==> src/rtl/memaccess.sv <==
// rtl/memaccess.sv - memory stage: data-bus load/store sequencing, lane alignment and writeback slot
module memaccess #(
  parameter int XLEN = 64,
  parameter int REGW = 5
) (
  input  logic            clk,
  input  logic            reset,
  input  logic            in_valid,
  output logic            in_ready,
  input  logic [XLEN-1:0] in_result,
  input  logic [XLEN-1:0] in_wdata,
  input  logic [REGW-1:0] in_dst,
  input  logic            in_memread,
  input  logic            in_memwrite,
  input  logic [2:0]      in_funct3,
  output logic            dreq_valid,
  output logic [XLEN-1:0] dreq_addr,
  output logic [2:0]      dreq_size,
  output logic [7:0]      dreq_strobe,
  output logic [XLEN-1:0] dreq_data,
  input  logic            dresp_addr_ok,
  input  logic            dresp_data_ok,
  input  logic [XLEN-1:0] dresp_data,
  output logic            out_valid,
  input  logic            out_ready,
  output logic [XLEN-1:0] out_result,
  output logic [REGW-1:0] out_dst,
  output logic            out_misalign
);

  typedef enum logic [1:0] {S_IDLE, S_REQ, S_WAIT} state_t;

  state_t          state;
  logic [2:0]      lat_funct3;
  logic [REGW-1:0] lat_dst;
  logic            lat_store;

  logic            accept;
  logic            is_mem;
  logic [1:0]      size;
  logic [2:0]      off;
  logic            misalign;
  logic [7:0]      strobe;
  logic [XLEN-1:0] wdata_sh;
  logic [XLEN-1:0] rdata_sh;
  logic [XLEN-1:0] load_val;
  logic [XLEN-1:0] fin_result;
  logic [REGW-1:0] fin_dst;

  assign in_ready = (state == S_IDLE) && (!out_valid || out_ready);
  assign accept   = in_valid && in_ready;
  assign is_mem   = in_memread || in_memwrite;
  assign size     = in_funct3[1:0];
  assign off      = in_result[2:0];

  always_comb begin
    misalign = 1'b0;
    strobe   = 8'h00;
    case (size)
      2'd0: begin misalign = 1'b0;            strobe = 8'h01; end
      2'd1: begin misalign = in_result[0];    strobe = 8'h03; end
      2'd2: begin misalign = |in_result[1:0]; strobe = 8'h0F; end
      default: begin misalign = |in_result[2:0]; strobe = 8'hFF; end
    endcase
    strobe = strobe << off;
  end

  assign wdata_sh = in_wdata << {off, 3'b000};

  // Read data arrives as the full aligned word; the latched address selects the lane.
  assign rdata_sh = dresp_data >> {dreq_addr[2:0], 3'b000};

  always_comb begin
    load_val = rdata_sh;
    case (lat_funct3)
      3'b000:  load_val = {{(XLEN-8){rdata_sh[7]}},   rdata_sh[7:0]};
      3'b001:  load_val = {{(XLEN-16){rdata_sh[15]}}, rdata_sh[15:0]};
      3'b010:  load_val = {{(XLEN-32){rdata_sh[31]}}, rdata_sh[31:0]};
      3'b100:  load_val = {{(XLEN-8){1'b0}},  rdata_sh[7:0]};
      3'b101:  load_val = {{(XLEN-16){1'b0}}, rdata_sh[15:0]};
      3'b110:  load_val = {{(XLEN-32){1'b0}}, rdata_sh[31:0]};
      default: load_val = rdata_sh;
    endcase
  end

  assign fin_result = lat_store ? '0 : load_val;
  assign fin_dst    = lat_store ? '0 : lat_dst;

  always_ff @(posedge clk or posedge reset) begin
    if (reset) begin
      state        <= S_IDLE;
      lat_funct3   <= '0;
      lat_dst      <= '0;
      lat_store    <= 1'b0;
      dreq_valid   <= 1'b0;
      dreq_addr    <= '0;
      dreq_size    <= '0;
      dreq_strobe  <= '0;
      dreq_data    <= '0;
      out_valid    <= 1'b0;
      out_result   <= '0;
      out_dst      <= '0;
      out_misalign <= 1'b0;
    end else begin
      if (out_valid && out_ready) begin
        out_valid    <= 1'b0;
        out_misalign <= 1'b0;
      end
      case (state)
        S_IDLE: begin
          if (accept) begin
            if (!is_mem) begin
              out_valid    <= 1'b1;
              out_misalign <= 1'b0;
              out_result   <= in_result;
              out_dst      <= in_dst;
            end else if (misalign) begin
              out_valid    <= 1'b1;
              out_misalign <= 1'b1;
              out_result   <= in_result;
              out_dst      <= '0;
            end else begin
              dreq_valid  <= 1'b1;
              dreq_addr   <= in_result;
              dreq_size   <= {1'b0, size};
              dreq_strobe <= in_memwrite ? strobe : 8'h00;
              dreq_data   <= wdata_sh;
              lat_funct3  <= in_funct3;
              lat_dst     <= in_dst;
              lat_store   <= in_memwrite;
              state       <= S_REQ;
            end
          end
        end
        S_REQ: begin
          // data_ok before the address handshake cannot belong to this request.
          if (dresp_addr_ok) begin
            dreq_valid <= 1'b0;
            if (dresp_data_ok) begin
              out_valid    <= 1'b1;
              out_misalign <= 1'b0;
              out_result   <= fin_result;
              out_dst      <= fin_dst;
              state        <= S_IDLE;
            end else begin
              state <= S_WAIT;
            end
          end
        end
        S_WAIT: begin
          if (dresp_data_ok) begin
            out_valid    <= 1'b1;
            out_misalign <= 1'b0;
            out_result   <= fin_result;
            out_dst      <= fin_dst;
            state        <= S_IDLE;
          end
        end
        default: state <= S_IDLE;
      endcase
    end
  end

endmodule

==> config.mk <==
export PLATFORM = sky130hd
export DESIGN_NAME = memaccess
export DESIGN_NICKNAME = d
export VERILOG_FILES = /design/src/rtl/memaccess.sv
export SDC_FILE = /design/constraint.sdc
export NUM_CORES = 1
export LEC_CHECK = 0
export ABC_CLOCK_PERIOD_IN_PS = 9800
export BUFFER_PORTS_ARGS = -buffer_cell sky130_fd_sc_hd__buf_2
export CAP_MARGIN = 10
export CORE_AREA = 2 2 161 163
export DETAILED_ROUTE_END_ITERATION = 8
export DIE_AREA = 0 0 163 165
export GPL_ROUTABILITY_DRIVEN = 0
export GPL_TIMING_DRIVEN = 0
export PLACE_DENSITY = 0.81
export REMOVE_ABC_BUFFERS = 1
export SLEW_MARGIN = 20
export SYNTH_ARGS = -nofsm -noshare
export SYNTH_HDL_FRONTEND = slang
export SYNTH_SLANG_ARGS = --single-unit
==> constraint.sdc <==
create_clock -name clk -period 9.8 [get_ports clk]
set_input_delay 1.96 -clock clk [delete_from_list [all_inputs] [get_ports clk]]
set_output_delay 1.96 -clock clk [all_outputs]
set_load 0.05 [all_outputs]
# After elaboration in Yosys (flattened, before gate mapping)
# Index checks and enable logic that the tools add are counted.
# Widths: inputs -> output; s select.
# classes
eq_ne,15
n_bitwise,1
n_reduce_logical,17
n_mux,44
shifts,3
# ops
cell,count
$mux 64,6
$pmux 64 s6,1
$pmux 64 s3,1
$shl 64x6->64,1
$shr 64x6->64,1
$mux 5,6
$pmux 8 s3,1
$mux 1,16
$pmux 5 s3,1
$mux 2,6
$ne 2x2->1 const B,5
$reduce_and 5->1,2
$eq 3x3->1 const B,3
$pmux 1 s3,3
$mux 8,1
$reduce_and 4->1,2
$shl 8x3->8,1
$pmux 2 s3,1
$eq 2x1->1 const B,2
$eq 2x2->1 const B,2
$logic_not 2->1,2
$eq 3x1->1 const B,1
$eq 3x2->1 const B,1
$logic_and 1x1->1,3
other kinds (10),11
# totals
register_bits,221
word_cells,93
inputBits,208
output_inout_bits,212

# Depth between registers and ports, before layout
# Gate-level depths: netlist of run 1.
# logic_depth
word_depth,6
ltp_mapped,11
ltp_nobuf,7

# Worst setup path after synthesis of run 1
# No wires, ideal clock.
# synth_path
path_type,input port to output port
startpoint,input port out_ready
endpoint,output port in_ready
required_ns,7.840
stages,2
t_arrival_ns,2.486
n_path_buf,0
path_slack_ns,5.354
path_cell_list,nand2b_1 > and2_1
# synth_via
elab_chain_len,2
# synth_lines
element,line_no,source
from (decl),25,"input logic out_ready,"
$logic_or 1x1->1,50,assign in_ready = (state == S_IDLE) && (!out_valid || out_ready);
$logic_and 1x1->1,50,
to (decl),9,"output logic in_ready,"
# No other way between the ends.

# Final worst setup path of run 1
# Ends and elaborated chain as after synthesis.

==> run metrics, run 1 <==
Arr. time, crit path=2.60 ns; Final Cycle Share=0.465; post-synthesis sequential area ratio=0.423; Rows=58; htree depth=1; Die H=165 um; DRC Markers=0; top post-synthesis cells by count=dfrtp_1, o21ai_0, nand2_1; Die ar.=26,900 um2; fin crit period=4.56 ns; Min Hold Slack=0.469 ns; nature of the critical path startpoint=input port; initial core utilization=0.517; DR vias=12,300; first-pass GRT wire length=66,600 um; core region area=25,000 um2; Post-synth ARST share=1.00; # IOs=420; CTS clk-pin slew, worst paths=0.06 ns; final setup fails=0; GRT Residual Overflow=0; Critical Path Max Stage Delay=0.21 ns; Area Growth Syn to Fin=23.9%; TritonCTS Buffers=25; Slew @ Worst Pin=1.01 ns; Final #Nets=1,849; Slew headroom=0.324; Worst setup EP type=output pin; status=completed; Die Wd=163 um; DP HPWL=30,900 um; Post-Syn Instances=1,308; GRT Total Usage=0.313; clk_skew=0.0154 ns; Netlist cell types=58; #FFs+latches synth=219; area of the multi-input gates=6880 um2; final wirelength=43,700 um; clk buf depth=3; TNS Setup=0 ns; share of the synthesized area in the top cell type=0.423; Critical Path, Cell by Cell=buf_2 -> nand2b_1 -> and2_1 -> buf_2; Root Driver=clkbuf_16; Max Slew Vio Count=0; per-cell routed wire length=22.0 um; CP delay by family, top=buffers and inverters; PortBufs=418; FILL cells=1,990; Syn Std Cell Area=13,000 um2; CTS tree=built; initial antenna violation count=1; clock sink count=219; synth warn=0; Max FO, Critical Path=3; Fin. Hold Viols=0; Max Cap Viol=0; largest net degree at the start of global routing=104; DP Worst Slack=4.74 ns; Setup CP Type=in -> out; vias in the first global route=12,000; CP dominant cell by count=buf_2; achievable frequency=220 MHz; synth top area cells=dfrtp_1, mux2_2, mux2i_1; # hold bufs at CTS=0; Synth Area per Inst=9.90 um2; Skew-Pair Late Insertion Delay=0.54 ns; dominant cell type by area after synthesis=dfrtp_1; final setup margin=5.24 ns; # Post-CTS Setup Buffers=0; Pwr Total=6.35 mW; top_reg_cell synth=dfrtp_1; PwrDens=396 nW/um2; DRT iter0 DRCs=1,249; EDFF count, synth=0; number of nets with antenna violations after routing=0; register area=5490 um2; layout cells sized above 1=0.407; Vias/cell=6.21; Pleak=7.46 nW; crit path buf inv count=2; most numerous cell in the Yosys netlist=dfrtp_1; Pre-antenna DRT Iters=5; quantity of gates resized following cts=0; CP max stage cell=buf_2; unrepaired setup endpoints after global routing=false; Data required, critical path=7.84 ns; worst vdd ir=333 uV; Worst Hold Class=reg -> reg
-- report_power, final --
group | leakage [nW] | internal (mW) | switching (mW)
clock | 0.360 | 0.507 | 0.373
combinational | 4.38 | 1.11 | 2.74
sequential | 2.72 | 1.32 | 0.300
-- worst reg2reg max path: stages (launching register included) --
cell	delay, ns
dfrtp_2	0.84
inv_2	0.50
mux4_2	0.63
nor4b_4	0.70
buf_6	0.25
a2111oi_4	0.06
buf_4	0.23
buf_4	0.19
buf_4	0.20
buf_4	0.21
o211ai_2	0.17
-- worst paths after layout --
check	slack, ns	cells past startpoint	to	start
max	5.24	4	in_ready	out_ready
min in group asynchronous	1.35	2	dreq_addr[0]	reset
max in group asynchronous	7.67	3	dreq_data[50]	reset
max reg2reg	5.75	10	out_result[37]	dreq_addr[2]
min	0.47	2	dreq_strobe[6]	dreq_strobe[6]
min reg2reg	0.47	2	dreq_strobe[6]	dreq_strobe[6]
-- layout make-up --
type,instances,share of cell area
Antenna cell,4,0.000624
Clock buffer,36,0.0428
Clock inverter,4,0.00304
Inverter,15,0.00413
Multi-Input combinational cell,938,0.429
Sequential cell,219,0.342
Tap cell,330,0.0257
Timing Repair Buffer,438,0.153
-- cells in the final DEF, fill, tap and decap left out, types with 5 or more instances in the layout --
master / n
nand3_1: 38
a32oi_1: 10
nand2b_1: 14
nor2_1: 51
o21ai_0: 154
o211ai_1: 33
nor3_1: 5
mux2_2: 126
a22oi_1: 5
mux4_2: 15
mux2i_1: 82
a21oi_1: 30
a31o_2: 8
o31ai_1: 27
o211ai_2: 31
o32ai_1: 8
nand4_1: 56
a211oi_1: 15
dfrtp_1: 216
a2bb2oi_1: 7
o21a_1: 9
buf_16: 8
mux2_1: 9
buf_4: 8
buf_2: 416
clkbuf_1: 9
nand2_1: 147
o22ai_1: 7
o2bb2ai_1: 5
clkbuf_16: 25
inv_1: 11
-- metrics by stage --
| step | cell area [um2] | cells | utilization |
|---|---|---|---|
| 2_1_floorplan | 12400 | 1172 | - |
| 3_3_place_gp | 14900 | 1920 | 0.594 |
| 3_5_place_dp | 15300 | 1940 | 0.611 |
| 4_1_cts | 16000 | 1980 | 0.641 |
| 5_1_grt | 16000 | 1981 | 0.641 |
| 6_report | 16100 | 1984 | 0.641 |
-- state kept, by name (all words and copies together), names as in the netlist --
register      flops
out_misalign      1
dreq_addr        64
lat_funct3        3
lat_store         1
dreq_data        64
dreq_strobe       8
state             2
out_result       64
lat_dst           5
out_valid         1
out_dst           5
dreq_valid        1
-- metal layers --
| metal | vias to the layer above | routed length, um | GRT usage |
|---|---|---|---|
| met5 | - | 0 | 0 |
| met4 | 0 | 1970 | 0.138 |
| met3 | 136 | 3520 | 0.0467 |
| met2 | 695 | 20600 | 0.507 |
| met1 | 5981 | 17600 | 0.418 |
| li1 | 5518 | - | - |
-- cell families after synthesis --
family | Yosys count | share of synthesized area
adder cells (fa/ha/maj) | 4 | 0.00386
AND/OR/NAND/NOR | 330 | 0.119
buffers and inverters | 151 | 0.0499
multiplexers | 232 | 0.207
other | 1 | 0.000290
flip-flops | 219 | 0.423
AO/OA/AOI/OAI | 371 | 0.197
Note: power is estimated with default switching activity, not from simulation.
==> run 2, diff against run 1 <==
Settings changed: ABC_CLOCK_PERIOD_IN_PS 9800 to 4000, CORE_AREA 2 2 161 163 to not set, CORE_UTILIZATION set to 47, DIE_AREA 0 0 163 165 to not set, PLACE_DENSITY 0.81 to 0.78.
Clock period 9.8 ns to 4 ns, I/O delays scaled along.
==> run 2 against run 1 <==
  * First-iteration DRC count increased by 15%
  * Core utilization down 3.4 points
  * Wire length rose by 0.35%
  * Sequential power grew 140%
  * Clock power grew to 3.1 times the previous value
  * Total power rose to 2.6 times the previous value
==> run metrics, run 2 (synthesis gave the netlist of run 1 again) <==
Final Cycle Share=0.911; Rows=60; Gate power share=0.589; Worst setup EP type=flop; Critical Path Max Stage Delay=0.76 ns; # hold bufs at CTS=0; GRT Total Usage=0.302; CP delay by family, top=simple AND/OR/NAND/NOR gates; achievable frequency=274 MHz; commonest non-fill, non-tap cell in the layout=buf_2; CTS tree=built; Sw Share=0.522; # IOs=420; Vias/cell=6.19; clk buf depth=3; vias in the first global route=12,000; met3 wire length=3900 um; Max FO, Critical Path=64; clock sink count=219; number of nets with antenna violations after routing=0; Slew @ Worst Pin=1.06 ns; Min Hold Slack=0.317 ns; Arr. time, crit path=4.07 ns; DR vias=12,500; Slew headroom=0.292; Sequential Power Share=0.243; biggest regs=dreq_addr: 64 flops, dreq_data: 64 flops, out_result: 64 flops; Root Driver=clkbuf_16; GRT Residual Overflow=0; first-pass GRT wire length=67,500 um; clock share of power=0.168; Max Cap Viol=0; Die ar.=28,200 um2; Skew-Pair Late Insertion Delay=0.53 ns; # Post-CTS Setup Buffers=0; Data required, critical path=4.42 ns; TNS Setup=0 ns; Pwr Total=16.2 mW; Die H=168 um; DRT iter0 DRCs=1,435; area post-placement=15,400 um2; Max Slew Vio Count=0; crit path buf inv count=2; Finished Layout Cells=2,014; PortBufs=418; final setup margin=0.357 ns; TritonCTS Buffers=26; DRC Markers=0; Die Wd=168 um; final setup fails=0; Final #Nets=1,851; Met1 Wirelength=17,600 um; worst vdd ir=592 uV; htree depth=1; per-cell routed wire length=21.8 um; initial antenna violation count=15; status=completed; final core utilization=0.607; most frequent cells in the layout=buf_2, dfrtp_1, o21ai_0, nand2_1, mux2_2; FILL cells=2,199; unrepaired setup endpoints after global routing=false; core region area=27,000 um2; Max Used Layer=met5; PwrDens=989 nW/um2; Worst Hold Class=in -> async; CTS clk-pin slew, worst paths=0.06 ns; dpl cells=1,951; fin crit period=3.64 ns; Psw=8.47 mW; clk_skew=0.00999 ns; Critical Path, Cell by Cell=inv_1 -> ha_1 -> inv_4 -> nor2_1 -> and3_2 -> nand2_2 -> o311ai_2; CP max stage cell=and3_2; Setup CP Type=reg -> reg; largest net degree at the start of global routing=83; layout cells sized above 1=0.415; Area Growth Syn to Fin=26.7%; final wirelength=43,800 um; fin area=16,400 um2; quantity of gates resized following cts=0; DP Worst Slack=0.0778 ns; Int Power=7.77 mW; Pre-antenna DRT Iters=6; DP HPWL=30,900 um; Fin. Hold Viols=0; Pleak=7.63 nW; metal2 WL=20,400 um; nature of the critical path startpoint=flop; initial core utilization=0.479
run 2: changes by cell type in the layout (fill, tap and decap cells not counted), sizes merged:
cell,before,now
diode,4,14
inv,16,15
buf,438,439
clkbuf,36,33
bufinv,1,7
clkinv,2,8
run 2: worst register-to-register path, cell delays in order (launching register included):
cell and delay (ns):
dfrtp_1 0.42, inv_1 0.08, ha_1 0.45, inv_4 0.30, nor2_1 0.53, and3_2 0.76, nand2_2 0.58, o311ai_2 0.42
run 2: power by group through the flow:
stage	Sequential (mW)	Clock, mW	Combinational, mW
after global placement	4.04	0	8.96
after CTS	3.92	2.76	9.51
after detailed placement	3.94	0	9.47
final	3.94	2.73	9.57
after global routing	4.06	2.83	10.0
after floorplan	7.37	0	3.29
run 2: final cells by class:
cell class | count | area (um2) | share of cell area
tap | 341 | 427 | 0.0260
sequential | 219 | 5490 | 0.334
clock buffer | 33 | 738 | 0.0450
inverter | 15 | 66.3 | 0.00404
clock inverter | 15 | 258 | 0.0157
antenna | 14 | 35.0 | 0.00213
timing repair buffer | 439 | 2520 | 0.154
multi-input combinational | 938 | 6880 | 0.419
run 2: layer usage:
| metal | global-route usage | vias to the layer above |
|---|---|---|
| li1 | - | 5524 |
| met1 | 0.405 | 6066 |
| met2 | 0.475 | 730 |
| met3 | 0.0564 | 141 |
| met4 | 0.136 | 2 |
| met5 | 0 | - |
run 2: worst paths after layout:
path / from / end / slack (ns) / cells past startpoint
max: state[1] / out_result[47] / 0.36 / 7
min in group clk: dreq_data[17] / dreq_data[17] / 0.47 / 2
max reg2reg: state[1] / out_result[47] / 0.36 / 7
min: reset / out_result[58] / 0.32 / 2
max in group asynchronous: reset / dreq_addr[6] / 2.54 / 4
min reg2reg: dreq_data[17] / dreq_data[17] / 0.47 / 2
==> run 3, diff against run 2 <==
Settings changed: CORE_ASPECT_RATIO set to 1.25, CORE_MARGIN set to 2, MAX_ROUTING_LAYER set to met4.
==> run 3 against run 2 <==
  * Sequential share of layout area increased by 0.44 points
  * First-iteration DRC count fell by 46%
  * Maximum frequency decreased by 0.98%
  * Global-route usage grew 0.91 points
  * Critical endpoint is now out_result[53]
  * Largest cell class unchanged
  * Largest power group unchanged
==> run metrics, run 3 (synthesis gave the netlist of run 1 again) <==
status=completed; Fin. Hold Viols=0; Pleak=7.53 nW; Max Cap Viol=0; TritonCTS Buffers=23; most frequent cells in the layout=buf_2, dfrtp_1, o21ai_0, nand2_1, mux2_2; Pre-antenna DRT Iters=6; initial core utilization=0.480; Finished Layout Cells=2,004; PortBufs=418; commonest non-fill, non-tap cell in the layout=buf_2; Worst setup EP type=flop; Root Driver=clkbuf_16; initial antenna violation count=6; FILL cells=2,264; crit path buf inv count=5; RR Startpoint=dreq_addr[2]; largest net degree at the start of global routing=83; CTS clk-pin slew, worst paths=0.07 ns; worst vdd ir=660 uV; r2r endpoint=out_result[53]; fin crit period=3.68 ns; PwrDens=974 nW/um2; DRT iter0 DRCs=780; Gate power share=0.604; final setup fails=0; DR vias=12,400; CP delay by family, top=compound AO/OA/AOI/OAI gates; core region area=27,000 um2; first-pass GRT wire length=69,300 um; biggest regs=dreq_addr: 64 flops, dreq_data: 64 flops, out_result: 64 flops; register area=5490 um2; Die H=190 um; vias in the first global route=12,300; Area Growth Syn to Fin=25.1%; dpl cells=1,955; clock sink count=219; final wirelength=45,600 um; Pwr Total=15.8 mW; CTS tree=built; Setup CP Type=reg -> reg; achievable frequency=272 MHz; Critical Path, Cell by Cell=nand2b_1 -> o22ai_1 -> nor4_4 -> buf_8 -> a2111oi_4 -> buf_4 -> buf_4 -> buf_4 -> buf_4 -> o211ai_2; R2R setup slack=0.32 ns; Psw=8.39 mW; clk buf depth=3; CP dominant cell by count=buf_4; area of the multi-input gates=6880 um2; Arr. time, crit path=4.07 ns; Vias/cell=6.19; Sequential Power Share=0.249; Slew headroom=0.236; layout cells sized above 1=0.411; Max Slew Vio Count=0; final core utilization=0.600; clk_skew=0.0219 ns; Int Power=7.40 mW; htree depth=1; GRT Total Usage=0.311; Sw Share=0.531; Reg2Reg Depth=10; Max FO, Critical Path=40; CP max stage cell=dfrtp_4; Skew-Pair Late Insertion Delay=0.53 ns; DP HPWL=33,300 um; per-cell routed wire length=22.8 um; clock share of power=0.147; Data required, critical path=4.39 ns; unrepaired setup endpoints after global routing=false; nature of the critical path startpoint=flop; Worst Hold Class=in -> async; Final #Nets=1,848; # IOs=420; Final Cycle Share=0.920; Die Wd=152 um; number of nets with antenna violations after routing=0; DRC Markers=0; Rows=67; Critical Path Max Stage Delay=0.68 ns; Slew @ Worst Pin=1.14 ns; Die ar.=28,900 um2; GRT Residual Overflow=0
run 3: through the flow:
step | hold slack [ns] | worst slack (ns) | area [um2] | TNS (ns)
6_report | 0.322 | 0.321 | 16200 | 0
5_1_grt | 0.351 | 0.183 | 16200 | 0
4_1_cts | 0.344 | 0.0726 | 16200 | 0
3_5_place_dp | 0.461 | -0.320 | 15400 | -2.70
3_3_place_gp | 0.455 | -5.41 | 14900 | -2030.03
2_1_floorplan | 0.464 | -2.79 | 12400 | -870.42
run 3: metal layers:
layer / up-vias / GRT usage / share of wire
met4: 0 / 0.149 / 0.053
met3: 141 / 0.0599 / 0.087
li1: 5522 / - / -
met5: - / - / 0
met1: 6007 / 0.355 / 0.36
met2: 744 / 0.530 / 0.50
run 3: timing repair:
action	CTS	global route
hold buffers	0	0
setup endpoints to repair	20	6
resized for setup	1	2
pin swaps	0	1
setup buffers	0	1
run 3: worst max path at each step:
stage | start | endpoint | slack, ns | cells after the start
6_report | dreq_addr[2] | out_result[53] | 0.32 | 10
5_1_grt | dreq_addr[2] | out_result[33] | 0.18 | 10
4_1_cts | dreq_addr[2] | out_result[53] | 0.07 | 9
3_5_place_dp | dreq_addr[2] | out_result[53] | -0.32 | 9
3_3_place_gp | reset | dreq_addr[28] | -5.41 | 2
2_1_floorplan | reset | dreq_addr[0] | -2.79 | 1
run 3: power groups by stage:
stage / combinational, mW / sequential [mW] / clock [mW]
CTS: 9.51 / 3.91 / 2.38
detailed placement: 9.48 / 3.93 / 0
finish: 9.53 / 3.93 / 2.32
global placement: 9.00 / 4.04 / 0
floorplan: 3.29 / 7.37 / 0
global route: 9.98 / 4.05 / 2.45
run 3: cell type report:
type                            instances  area share
Antenna cell                            7     0.00108
Clock buffer                           35      0.0432
Clock inverter                          6     0.00695
Inverter                               15     0.00409
Multi-Input combinational cell        938       0.425
Sequential cell                       219       0.339
Tap cell                              345      0.0266
Timing Repair Buffer                  439       0.155
